--- config.mk ---
export PLATFORM = sky130hd
export DESIGN_NAME = periph_bus_fabric_flat
export DESIGN_NICKNAME = d
export VERILOG_FILES = /design/src/rtl/periph_bus_fabric_if.sv /design/src/rtl/periph_bus_fabric.sv /design/src/flat_wrapper.sv
export SDC_FILE = /design/constraint.sdc
export NUM_CORES = 1
export LEC_CHECK = 0
export ABC_AREA = 0
export BUFFER_PORTS_ARGS = -buffer_cell sky130_fd_sc_hd__clkbuf_2
export CAP_MARGIN = 25
export CORE_AREA = 3 3 118 120
export CTS_BUF_LIST = sky130_fd_sc_hd__clkbuf_8
export CTS_CLUSTER_DIAMETER = 100
export DETAILED_ROUTE_END_ITERATION = 8
export DIE_AREA = 0 0 121 123
export GPL_TIMING_DRIVEN = 0
export HOLD_SLACK_MARGIN = 0.08
export PLACE_DENSITY_LB_ADDON = 0.15
export REMOVE_ABC_BUFFERS = 1
export SLEW_MARGIN = 10
export SYNTH_ARGS = -nofsm -noshare
export SYNTH_HDL_FRONTEND = slang
export SYNTH_SLANG_ARGS = --single-unit
export TNS_END_PERCENT = 5
--- constraint.sdc ---
create_clock -name clk -period 2.9 [get_ports clk]
set_input_delay 0.435 -clock clk [delete_from_list [all_inputs] [get_ports clk]]
set_output_delay 0.435 -clock clk [all_outputs]
set_load 0.005 [all_outputs]
--- src/rtl/periph_bus_fabric_if.sv ---
// ============================================================================
//  Module   : periph_bus_fabric_if
//  Purpose  : CPU request/response and slave-side signal bundle for the
//             peripheral bus fabric. The "slave" modport is the fabric's
//             view; the "master" modport is the environment (CPU data port
//             plus the peripherals) that drives the fabric.
//  Revision : 1.0 - initial release
// ============================================================================
`default_nettype none

interface periph_bus_fabric_if #(
   parameter int N_SLV = 3,
   parameter int AW    = 32,
   parameter int DW    = 32
);
   // CPU request side
   logic                 req_valid;
   logic                 req_ready;
   logic                 req_write;
   logic [AW-1:0]        req_addr;
   logic [DW-1:0]        req_wdata;
   // CPU response side
   logic                 resp_valid;
   logic [DW-1:0]        resp_rdata;
   logic                 resp_err;
   // Slave side
   logic [N_SLV-1:0]     slv_sel;
   logic                 slv_we;
   logic [AW-1:0]        slv_addr;
   logic [DW-1:0]        slv_wdata;
   logic [N_SLV*DW-1:0]  slv_rdata;
   logic [N_SLV-1:0]     slv_ready;
   // Error log
   logic                 err_valid;
   logic [AW-1:0]        err_addr;
   logic                 err_timeout;
   logic                 err_clr;

   modport slave (
      input  req_valid, req_write, req_addr, req_wdata,
      input  slv_rdata, slv_ready, err_clr,
      output req_ready, resp_valid, resp_rdata, resp_err,
      output slv_sel, slv_we, slv_addr, slv_wdata,
      output err_valid, err_addr, err_timeout
   );

   modport master (
      output req_valid, req_write, req_addr, req_wdata,
      output slv_rdata, slv_ready, err_clr,
      input  req_ready, resp_valid, resp_rdata, resp_err,
      input  slv_sel, slv_we, slv_addr, slv_wdata,
      input  err_valid, err_addr, err_timeout
   );
endinterface

`default_nettype wire

--- src/rtl/periph_bus_fabric.sv ---
// ============================================================================
//  Module   : periph_bus_fabric
//  Purpose  : Registered single-master peripheral interconnect. Decodes the
//             CPU address against N base/mask slave windows, runs a
//             valid/ready access with slave wait states, answers unmapped
//             addresses with an error response and keeps a sticky log of
//             the first error seen.
//  Options  : FABRIC_TIMEOUT_EN - when defined, a wait-state watchdog ends
//             an access with an error after TIMEOUT cycles without ready.
//  Revision : 1.0 - initial release
// ============================================================================
`default_nettype none

module periph_bus_fabric #(
   parameter int                    N_SLV    = 3,
   parameter int                    AW       = 32,
   parameter int                    DW       = 32,
   parameter logic [N_SLV*AW-1:0]   SLV_BASE = {32'h0000_1008, 32'h0000_1000, 32'h0000_0000},
   parameter logic [N_SLV*AW-1:0]   SLV_MASK = {32'hFFFF_FFFC, 32'hFFFF_FFF8, 32'hFFFF_F000},
   parameter int                    TIMEOUT  = 16
) (
   input  wire logic                clk,
   input  wire logic                rst_n,
   periph_bus_fabric_if.slave       bus
);

   // Elaboration-time sanity checks on the configuration
   if (N_SLV < 1 || N_SLV > 16) begin : g_bad_nslv
      $error("periph_bus_fabric: N_SLV must be in 1..16");
   end
   if (TIMEOUT < 2) begin : g_bad_timeout
      $error("periph_bus_fabric: TIMEOUT must be at least 2");
   end

   typedef enum logic [1:0] {
      S_IDLE = 2'd0,
      S_WAIT = 2'd1,
      S_RESP = 2'd2
   } state_t;

   state_t              state_q, state_d;
   logic [N_SLV-1:0]    sel_q, sel_d;
   logic                we_q, we_d;
   logic [AW-1:0]       addr_q, addr_d;
   logic [DW-1:0]       wdata_q, wdata_d;
   logic [DW-1:0]       rdata_q, rdata_d;
   logic                rerr_q, rerr_d;
   logic                errv_q, errv_d;
   logic [AW-1:0]       erra_q, erra_d;
   logic                errt_q, errt_d;

   // Error reporting from the FSM into the log
   logic                log_set;
   logic [AW-1:0]       log_addr;
   logic                log_to;

   // Address decode: one match bit per window
   logic [N_SLV-1:0]    dec_match;
   logic [N_SLV-1:0]    dec_sel;
   logic                dec_hit;

   for (genvar i = 0; i < N_SLV; i++) begin : g_dec
      assign dec_match[i] = ((bus.req_addr & SLV_MASK[i*AW +: AW]) ==
                             (SLV_BASE[i*AW +: AW] & SLV_MASK[i*AW +: AW]));
   end

   // Isolating the lowest set bit gives lowest-index priority on overlaps
   assign dec_sel = dec_match & (~dec_match + N_SLV'(1));
   assign dec_hit = |dec_match;

   // Read data of the selected slave; sel_q is one-hot so an AND-OR mux suffices
   logic [DW-1:0]       rd_acc [N_SLV+1];
   assign rd_acc[0] = '0;
   for (genvar i = 0; i < N_SLV; i++) begin : g_rd
      assign rd_acc[i+1] = rd_acc[i] | ({DW{sel_q[i]}} & bus.slv_rdata[i*DW +: DW]);
   end

   logic                sel_ready;
   assign sel_ready = |(bus.slv_ready & sel_q);

`ifdef FABRIC_TIMEOUT_EN
   localparam int CW = (TIMEOUT > 2) ? $clog2(TIMEOUT) : 1;
   logic [CW-1:0]       cnt_q, cnt_d;
   logic                cnt_done;
   assign cnt_done = (cnt_q == CW'(TIMEOUT - 1));
`else
   logic                cnt_done;
   assign cnt_done = 1'b0;
`endif

   // Registers: FSM state, slave-side latches, response and error log
   always_ff @(posedge clk or negedge rst_n) begin
      if (!rst_n) begin
         state_q <= S_IDLE;
         sel_q   <= '0;
         we_q    <= 1'b0;
         addr_q  <= '0;
         wdata_q <= '0;
         rdata_q <= '0;
         rerr_q  <= 1'b0;
         errv_q  <= 1'b0;
         erra_q  <= '0;
         errt_q  <= 1'b0;
      end else begin
         state_q <= state_d;
         sel_q   <= sel_d;
         we_q    <= we_d;
         addr_q  <= addr_d;
         wdata_q <= wdata_d;
         rdata_q <= rdata_d;
         rerr_q  <= rerr_d;
         errv_q  <= errv_d;
         erra_q  <= erra_d;
         errt_q  <= errt_d;
      end
   end

`ifdef FABRIC_TIMEOUT_EN
   // Wait-state counter register
   always_ff @(posedge clk or negedge rst_n) begin
      if (!rst_n) begin
         cnt_q <= '0;
      end else begin
         cnt_q <= cnt_d;
      end
   end
`endif

   // Next-state and datapath: accept/decode in IDLE, complete or time out in WAIT
   always_comb begin
      state_d  = state_q;
      sel_d    = sel_q;
      we_d     = we_q;
      addr_d   = addr_q;
      wdata_d  = wdata_q;
      rdata_d  = rdata_q;
      rerr_d   = rerr_q;
      log_set  = 1'b0;
      log_addr = addr_q;
      log_to   = 1'b0;
`ifdef FABRIC_TIMEOUT_EN
      cnt_d    = cnt_q;
`endif
      case (state_q)
         S_IDLE: begin
            if (bus.req_valid) begin
               if (dec_hit) begin
                  sel_d   = dec_sel;
                  we_d    = bus.req_write;
                  addr_d  = bus.req_addr;
                  wdata_d = bus.req_wdata;
`ifdef FABRIC_TIMEOUT_EN
                  cnt_d   = '0;
`endif
                  state_d = S_WAIT;
               end else begin
                  // Unmapped: answer straight away, no slave is touched
                  rerr_d   = 1'b1;
                  rdata_d  = '0;
                  log_set  = 1'b1;
                  log_addr = bus.req_addr;
                  state_d  = S_RESP;
               end
            end
         end
         S_WAIT: begin
            if (sel_ready) begin
               rdata_d = we_q ? '0 : rd_acc[N_SLV];
               rerr_d  = 1'b0;
               sel_d   = '0;
               we_d    = 1'b0;
               state_d = S_RESP;
            end else if (cnt_done) begin
               // Watchdog expiry: drop the slave and report a timeout
               sel_d    = '0;
               we_d     = 1'b0;
               rerr_d   = 1'b1;
               rdata_d  = '0;
               log_set  = 1'b1;
               log_addr = addr_q;
               log_to   = 1'b1;
               state_d  = S_RESP;
            end else begin
`ifdef FABRIC_TIMEOUT_EN
               cnt_d = cnt_q + 1'b1;
`endif
            end
         end
         S_RESP: begin
            state_d = S_IDLE;
         end
         default: begin
            state_d = S_IDLE;
         end
      endcase
   end

   // Error log: first error sticks; a clear in the same cycle as a new error lets it in
   always_comb begin
      errv_d = errv_q;
      erra_d = erra_q;
      errt_d = errt_q;
      if (log_set) begin
         errv_d = 1'b1;
         if (!errv_q || bus.err_clr) begin
            erra_d = log_addr;
            errt_d = log_to;
         end
      end else if (bus.err_clr) begin
         errv_d = 1'b0;
      end
   end

   assign bus.req_ready   = (state_q == S_IDLE);
   assign bus.resp_valid  = (state_q == S_RESP);
   assign bus.resp_rdata  = rdata_q;
   assign bus.resp_err    = rerr_q;
   assign bus.slv_sel     = sel_q;
   assign bus.slv_we      = we_q;
   assign bus.slv_addr    = addr_q;
   assign bus.slv_wdata   = wdata_q;
   assign bus.err_valid   = errv_q;
   assign bus.err_addr    = erra_q;
   assign bus.err_timeout = errt_q;

endmodule

`default_nettype wire

--- src/flat_wrapper.sv ---
// flat-port wrapper written by rule: the top's interface ports become plain ports
module periph_bus_fabric_flat 
#(
   parameter int                    N_SLV    = 3,
   parameter int                    AW       = 32,
   parameter int                    DW       = 32,
   parameter logic [N_SLV*AW-1:0]   SLV_BASE = {32'h0000_1008, 32'h0000_1000, 32'h0000_0000},
   parameter logic [N_SLV*AW-1:0]   SLV_MASK = {32'hFFFF_FFFC, 32'hFFFF_FFF8, 32'hFFFF_F000},
   parameter int                    TIMEOUT  = 16
)
  (clk, rst_n, bus_req_valid, bus_req_write, bus_req_addr, bus_req_wdata, bus_slv_rdata, bus_slv_ready, bus_err_clr, bus_req_ready, bus_resp_valid, bus_resp_rdata, bus_resp_err, bus_slv_sel, bus_slv_we, bus_slv_addr, bus_slv_wdata, bus_err_valid, bus_err_addr, bus_err_timeout);
  periph_bus_fabric_if #(.N_SLV(N_SLV), .AW(AW), .DW(DW)) bus_i ();
  input  wire logic clk;
  input  wire logic rst_n;
  input wire logic [$bits(bus_i.req_valid)-1:0] bus_req_valid;
  input wire logic [$bits(bus_i.req_write)-1:0] bus_req_write;
  input wire logic [$bits(bus_i.req_addr)-1:0] bus_req_addr;
  input wire logic [$bits(bus_i.req_wdata)-1:0] bus_req_wdata;
  input wire logic [$bits(bus_i.slv_rdata)-1:0] bus_slv_rdata;
  input wire logic [$bits(bus_i.slv_ready)-1:0] bus_slv_ready;
  input wire logic [$bits(bus_i.err_clr)-1:0] bus_err_clr;
  output wire logic [$bits(bus_i.req_ready)-1:0] bus_req_ready;
  output wire logic [$bits(bus_i.resp_valid)-1:0] bus_resp_valid;
  output wire logic [$bits(bus_i.resp_rdata)-1:0] bus_resp_rdata;
  output wire logic [$bits(bus_i.resp_err)-1:0] bus_resp_err;
  output wire logic [$bits(bus_i.slv_sel)-1:0] bus_slv_sel;
  output wire logic [$bits(bus_i.slv_we)-1:0] bus_slv_we;
  output wire logic [$bits(bus_i.slv_addr)-1:0] bus_slv_addr;
  output wire logic [$bits(bus_i.slv_wdata)-1:0] bus_slv_wdata;
  output wire logic [$bits(bus_i.err_valid)-1:0] bus_err_valid;
  output wire logic [$bits(bus_i.err_addr)-1:0] bus_err_addr;
  output wire logic [$bits(bus_i.err_timeout)-1:0] bus_err_timeout;
  assign bus_i.req_valid = bus_req_valid;
  assign bus_i.req_write = bus_req_write;
  assign bus_i.req_addr = bus_req_addr;
  assign bus_i.req_wdata = bus_req_wdata;
  assign bus_i.slv_rdata = bus_slv_rdata;
  assign bus_i.slv_ready = bus_slv_ready;
  assign bus_i.err_clr = bus_err_clr;
  assign bus_req_ready = bus_i.req_ready;
  assign bus_resp_valid = bus_i.resp_valid;
  assign bus_resp_rdata = bus_i.resp_rdata;
  assign bus_resp_err = bus_i.resp_err;
  assign bus_slv_sel = bus_i.slv_sel;
  assign bus_slv_we = bus_i.slv_we;
  assign bus_slv_addr = bus_i.slv_addr;
  assign bus_slv_wdata = bus_i.slv_wdata;
  assign bus_err_valid = bus_i.err_valid;
  assign bus_err_addr = bus_i.err_addr;
  assign bus_err_timeout = bus_i.err_timeout;
  periph_bus_fabric #(.N_SLV(N_SLV), .AW(AW), .DW(DW), .SLV_BASE(SLV_BASE), .SLV_MASK(SLV_MASK), .TIMEOUT(TIMEOUT)) u_core (.clk(clk), .rst_n(rst_n), .bus(bus_i));
endmodule
==> flow_metrics.py, run 1 <==
metrics = {
    "sta": {
        "worst_slack_ps": 340.0,
        "slew_headroom": 0.4603,
        "slew_viol_final": 0,
        "min_period_over_period": 0.8827,
        "fmax_mhz": 390.6,
        "final.setup_skew_ps": 9.261,
        "worst_pin_slew_ps": 809.5,
        "hold_viol_final": 0,
        "finalHoldWorstSlack_ps": 223.5,
        "period_minus_slack_ps": 2560,
        "finalSetupViolations": 0,
        "rsz0062_at_grt": "false",
    },
    "clock_tree": {
        "cts_sinks": 136,
        "htreeDepth": 4,
        "cts_tree": "built",
        "clkTransAtPathRegs_ps": 70,
        "cts_root_buf": "clkbuf_8",
        "cts_setup_buffers": 0,
        "numCtsBuffers": 17,
        "cts_buffer_depth": 2,
        "clkLatencyLatePin_ps": 420,
    },
    "logic_synthesis": {
        "ys.flop_type": "dfrtp_1",
        "netlist_instances": 379,
        "syn_area_per_cell_sq_um": 15.08,
        "synth_area_leader_cell": "dfrtp_1",
        "synth_seq_area_share": 0.5956,
        "yosysWarnings": 0,
        "synthDistinctLibCells": 32,
        "ys_ff_latch": 136,
        "async_flop_share": 1.000,
        "synth_top_area_frac": 0.5956,
        "ys_top_cells_by_area": "dfrtp_1, mux2_1, o2bb2ai_2, a222oi_1, nor2b_1",
        "synth_common_cells": "dfrtp_1, mux2_1, a222oi_1, o2bb2ai_2, nor2b_1",
        "synth_area_sq_um": 5714,
        "synth_enable_flop_cells": 0,
        "yosysMostFrequentCell": "dfrtp_1",
    },
    "floorplan": {
        "rows": 42,
        "die-area_sq_um": 14880,
        "dieWidth_um": 121,
        "start_util": 0.4367,
        "ios": 305,
        "coreArea_sq_um": 13090,
        "die_h_um": 123,
    },
    "power_and_ir_drop": {
        "leakage_nw": 4.138,
        "ir_worst_vdd_uv": 325.6,
        "total_power_w": 0.003833,
        "powerDensity_nw_per_um2": 487.3,
    },
    "route": {
        "drc_errors": 0,
        "dr.pass1.iters": 6,
        "vias_per_cell": 5.087,
        "vias": 4441,
        "avgRoutedWirePerCell_um": 17.33,
        "drt-initial-drc-count": 338,
        "routed_wl_um": 15130,
        "antenna_left": 0,
    },
    "run_status": {
        "outcome": "complete, no violations",
    },
    "critical_path": {
        "r2r-end": "u_core.bus.resp_rdata[1]",
        "critPathLaunchType": "flip-flop",
        "r2r-start": "u_core.bus.slv_sel[1]",
        "required_ps": 3250,
        "arrival_ps": 2910,
        "ff2ff_path_depth": 6,
        "endpoint_kind": "flip-flop",
        "critPathKind": "flip-flop to flip-flop",
        "cp_max_fo": 21,
        "r2r_setup_slack_ps": 340,
    },
    "finish": {
        "fillers": 1096,
        "diodes": 0,
        "finish.utilization": 0.6012,
        "drive_above_1_share": 0.5667,
        "nets": 854,
        "synthToLayoutAreaGrowth_pct": 37.66,
    },
    "worst_hold_path": {
        "hold_depth": 2,
        "min-delay-start": "bus_req_wdata[19]",
        "min_path_type": "primary input to flip-flop",
        "holdPathEnd": "u_core.bus.slv_wdata[19]",
    },
    "placement": {
        "port_buffers": 303,
        "preCtsSetupSlack_ps": -186.9,
        "dp_hpwl_um": 11900,
        "gp_congestion": 0.7558,
    },
    "grt": {
        "grt_overflow": 0,
        "grt_usage": 0.2006,
        "grt_max_degree": 87,
        "grt_pass1_wl_um": 23100,
        "first_global_vias": 4486,
        "antenna_found_initial": 0,
    },
    "flow_run": {
        "maxCapViolations": 0,
    },
}
-- worst max-delay path, cell delays in order (launching register included) --
cell and delay (ps):
dfrtp_1 640, a222oi_1 710, nor2_1 170, o41ai_4 390
buf_6 240, buf_6 200, o2bb2ai_1 130
-- where the power goes --
| group | leakage [nW] | internal [W] | switching [W] | total (W) |
|---|---|---|---|---|
| clock network | 0.189 | 0.000725 | 0.000674 | 0.00140 |
| registers | 1.82 | 0.00199 | 0.0000473 | 0.00203 |
| logic | 2.13 | 0.000213 | 0.000188 | 0.000401 |
| total | 4.14 | 0.00292 | 0.000910 | 0.00383 |
-- per-layer routing --
layer,GRT usage,vias to the layer above,wire (um)
met3,0.07594,18,1555
met5,0,-,0
met4,0.07720,0,231
met2,0.3439,210,7786
li1,-,2071,-
met1,0.2282,2142,5556
-- cell families (layout without fill, tap and decap cells) --
| kind of cell | after synthesis | in the layout | synth area share |
|---|---|---|---|
| flip-flops | 136 | 136 | 0.5956 |
| multiplexers | 82 | 82 | 0.1605 |
| AO/OA/AOI/OAI | 79 | 79 | 0.1581 |
| AND/OR/NAND/NOR | 46 | 46 | 0.05014 |
| buffers and inverters | 35 | 353 | 0.03503 |
| other | 1 | 1 | 0.0006563 |
-- layout by cell type, fill, tap and decap left out, types with 2 or more instances in the layout --
| master | synthesis | layout |
|---|---|---|
| buf_6 | 4 | 5 |
| mux2_2 | 10 | 10 |
| nor4_2 | 3 | 3 |
| inv_1 | 2 | 4 |
| nor4_1 | 5 | 4 |
| buf_4 | 8 | 6 |
| dfrtp_1 | 136 | 136 |
| a21oi_1 | 3 | 3 |
| nor2b_1 | 19 | 19 |
| o2bb2ai_1 | 3 | 3 |
| clkinv_2 | 0 | 4 |
| mux2i_1 | 5 | 5 |
| o2bb2ai_2 | 29 | 29 |
| nand2_1 | 4 | 4 |
| clkbuf_8 | 0 | 21 |
| nor3_1 | 2 | 2 |
| clkinvlp_4 | 0 | 2 |
| a222oi_1 | 33 | 33 |
| nand2b_1 | 4 | 4 |
| buf_16 | 0 | 2 |
| clkbuf_2 | 0 | 302 |
| mux2_1 | 67 | 67 |
| nor2_1 | 5 | 5 |
| buf_8 | 0 | 2 |
| o21ai_0 | 6 | 6 |
-- per-stage QoR --
| step | cells | instance area [sq um] | TNS [ps] |
|---|---|---|---|
| floorplan | 347 | 5525 | -300080 |
| global placement | 826 | 7262 | -607110 |
| detailed placement | 841 | 7466 | -4962 |
| CTS | 872 | 7833 | 0 |
| global route | 873 | 7866 | 0 |
| finish | 873 | 7866 | 0 |
-- final cells by class --
class	instances	area, sq um	share of cell area
sequential	136	3403	0.4326
multi-input combinational	208	2128	0.2706
timing repair buffer	320	1747	0.2220
clock buffer	20	275.3	0.03499
tap	176	220.2	0.02799
clock inverter	10	81.33	0.01034
inverter	3	11.26	0.001432
-- worst max-delay path by stage --
stage / start / to / slack (ps) / cells after the start
after global routing: u_core.bus.slv_sel[1] / u_core.bus.resp_rdata[1] / 110 / 6
final: u_core.bus.slv_sel[1] / u_core.bus.resp_rdata[1] / 340 / 6
after global placement: bus_req_addr[4] / u_core.bus.slv_wdata[0] / -7760 / 5
after floorplan: bus_req_addr[4] / u_core.bus.slv_addr[10] / -4810 / 4
after detailed placement: bus_req_addr[22] / u_core.bus.slv_wdata[10] / -190 / 7
after CTS: u_core.bus.slv_sel[0] / u_core.bus.resp_rdata[1] / 80 / 6
-- timing repair --
item,in CTS,in global routing
hold endpoints to repair,50,0
setup endpoints to repair,0,6
gates resized for setup,0,1
hold buffers,1,0
-- flip-flops by register name, summed over array words and instances, names as in the netlist --
name                   cells
u_core.bus.err_addr       32
u_core.bus.resp_rdata     32
u_core.bus.slv_addr       32
u_core.bus.slv_wdata      32
u_core.bus.slv_sel         3
u_core.state_q             2
u_core.bus.err_valid       1
u_core.bus.resp_err        1
u_core.bus.slv_we          1
Power figures use the tool's default switching activity.
==> run 2, diff against run 1 <==
--- a/config.mk
+++ b/config.mk
@@ -6,13 +6,14 @@
 export NUM_CORES = 1
 export LEC_CHECK = 0
 export ABC_AREA = 0
-export BUFFER_PORTS_ARGS = -buffer_cell sky130_fd_sc_hd__clkbuf_2
 export CAP_MARGIN = 25
-export CORE_AREA = 3 3 118 120
+export CORE_AREA = 3 3 116 118
 export CTS_BUF_LIST = sky130_fd_sc_hd__clkbuf_8
 export CTS_CLUSTER_DIAMETER = 100
+export CTS_CLUSTER_SIZE = 16
 export DETAILED_ROUTE_END_ITERATION = 8
-export DIE_AREA = 0 0 121 123
+export DIE_AREA = 0 0 119 121
+export DONT_BUFFER_PORTS = 1
 export GPL_TIMING_DRIVEN = 0
 export HOLD_SLACK_MARGIN = 0.08
 export PLACE_DENSITY_LB_ADDON = 0.15
==> constraint.sdc (replaced) <==
create_clock -name clk -period 3 [get_ports clk]
set_input_delay 0.45 -clock clk [delete_from_list [all_inputs] [get_ports clk]]
set_output_delay 0.45 -clock clk [all_outputs]
set_load 0.005 [all_outputs]
==> run 2 against run 1 <==
Compared with the run above: the flow now finishes with violations (hold timing); non-clock buffer count down 304; design area decreased by 19%; via count fell by 24%; critical endpoint is now u_core.bus.resp_rdata[0]; first-iteration DRC count shrank 20%; clock skew rose by 1.8 ps; largest power group unchanged; fmax decreased by 7.5%; register-to-register slack got worse by 110 ps; total power shrank 6.2%; worst hold slack worse by 510 ps; final cell count down 35%; core utilization shrank 9.7 points; clock power rose by 5%.
==> flow_metrics.py, run 2 (same netlist as run 1, synthesis figures left out) <==
metrics = {
    "run_status": {
        "outcome": "complete, but fails checks",
        "violations": "hold timing",
    },
    "sta": {
        "hold_viol_final": 136,
        "min_period_over_period": 0.9228,
        "rsz0062_at_grt": "false",
        "worst_pin_slew_ps": 820.5,
        "fmax_mhz": 361.2,
        "final.setup_skew_ps": 11.05,
        "finalSetupViolations": 0,
        "worst_slack_ps": 231.7,
        "period_minus_slack_ps": 2768,
        "finalHoldWorstSlack_ps": -290.0,
        "slew_viol_final": 0,
        "slew_headroom": 0.4530,
    },
    "critical_path": {
        "required_ps": 3350,
        "r2r-start": "u_core.bus.slv_sel[2]",
        "endpoint_kind": "flip-flop",
        "critPathKind": "flip-flop to flip-flop",
        "r2r_setup_slack_ps": 230,
        "cp_max_fo": 23,
        "r2r-end": "u_core.bus.resp_rdata[0]",
        "arrival_ps": 3120,
        "critPathLaunchType": "flip-flop",
        "ff2ff_path_depth": 8,
    },
    "grt": {
        "grt_pass1_wl_um": 21040,
        "grt_overflow": 0,
        "grt_usage": 0.1903,
        "antenna_found_initial": 0,
        "first_global_vias": 3694,
        "grt_max_degree": 137,
    },
    "route": {
        "drt-initial-drc-count": 271,
        "vias": 3369,
        "vias_per_cell": 5.973,
        "routed_wl_um": 13590,
        "antenna_left": 0,
        "drc_errors": 0,
        "avgRoutedWirePerCell_um": 24.10,
        "dr.pass1.iters": 6,
    },
    "finish": {
        "mostFrequentLayoutCells": "dfrtp_1, mux2_1, a222oi_1",
        "layout.cells.non_filler": 564,
        "nets": 550,
        "final_cell_area_sq_um": 6342,
        "synthToLayoutAreaGrowth_pct": 10.99,
        "drive_above_1_share": 0.2347,
        "final_common_cell": "dfrtp_1",
        "fillers": 1109,
        "diodes": 0,
    },
    "clock_tree": {
        "cts_tree": "built",
        "clkLatencyLatePin_ps": 430,
        "cts_sinks": 136,
        "numCtsBuffers": 17,
        "cts_resized": 0,
        "htreeDepth": 4,
        "clkTransAtPathRegs_ps": 70,
        "cts_root_buf": "clkbuf_8",
        "cts_buffer_depth": 2,
    },
    "floorplan": {
        "die-area_sq_um": 14400,
        "coreArea_sq_um": 12570,
        "die_h_um": 121,
        "dieWidth_um": 119,
        "rows": 41,
        "ios": 305,
        "start_util": 0.4547,
    },
    "placement": {
        "placedInstanceArea_sq_um": 5947,
        "gp_congestion": 0.7341,
        "preCtsSetupSlack_ps": -161.4,
        "dp_cells": 534,
        "port_buffers": 0,
        "dp_hpwl_um": 10210,
    },
    "worst_hold_path": {
        "min_path_type": "primary input to async pin",
    },
    "power_and_ir_drop": {
        "ir_worst_vdd_uv": 325.9,
        "leakage_nw": 2.819,
        "powerDensity_nw_per_um2": 567.1,
    },
    "flow_run": {
        "maxCapViolations": 0,
    },
}
[run 2: cell types whose count changed in the layout (fill, tap and decap cells not counted), moves of 2 or more]
| cell | previous run | this run |
|---|---|---|
| clkbuf_2 | 302 | 0 |
| buf_6 | 5 | 2 |
| buf_4 | 6 | 8 |
| clkinv_2 | 4 | 2 |
[run 2: worst max path at each step]
stage	startpoint	end	depth (start not counted)
global route	u_core.bus.slv_sel[2]	u_core.bus.resp_rdata[0]	8
floorplan	bus_req_addr[4]	u_core.bus.slv_addr[10]	4
global placement	bus_req_addr[24]	u_core.bus.slv_wdata[0]	4
detailed placement	u_core.bus.slv_sel[2]	u_core.bus.resp_rdata[0]	8
finish	u_core.bus.slv_sel[2]	u_core.bus.resp_rdata[0]	8
CTS	u_core.bus.slv_sel[2]	u_core.bus.resp_rdata[0]	8
[run 2: repair_timing]
item | CTS | global route
endpoints found under the hold margin | 136 | 136
setup buffers | 1 | 0
endpoints found under the setup margin | 13 | 0
[run 2: metrics by stage]
stage	power, W	utilization	TNS [ps]
final	0.003597	0.5046	0
after global routing	0.003751	0.5046	0
after CTS	0.003652	0.5046	0
after detailed placement	0.002165	0.4732	-864.4
after global placement	0.002153	0.4567	-498870
after floorplan	0.002107	-	-291250
[run 2: critical path, cell delays in order, from the launching register on]
cell and delay (ps):
dfrtp_1 580, buf_16 260, a222oi_1 580, nor2_1 170
o41ai_4 450, buf_8 200, buf_6 180, buf_6 150
o2bb2ai_1 110
[run 2: layout make-up]
class,instances,area (sq um),area share
well taps,172,215.2,0.03393
inverters,3,11.26,0.001775
flip-flops and latches,136,3403,0.5366
clock inverters,8,98.84,0.01558
repair buffers,16,205.2,0.03235
clock buffers,21,289.0,0.04557
multi-input cells,208,2120,0.3342
[run 2: report_power, final]
part | total [W] | internal [W] | switching [W]
Sequential | 0.00200 | 0.00192 | 0.0000769
Clock | 0.00147 | 0.000810 | 0.000661
Combinational | 0.000128 | 0.0000697 | 0.0000581
[run 2: layer usage]
metal / global-route usage / share of wire / vias up
met5: 0 / 0 / -
met4: 0.07965 / 0.021 / 0
met3: 0.08904 / 0.11 / 24
met2: 0.3267 / 0.52 / 214
met1: 0.2011 / 0.35 / 1680
li1: - / - / 1451
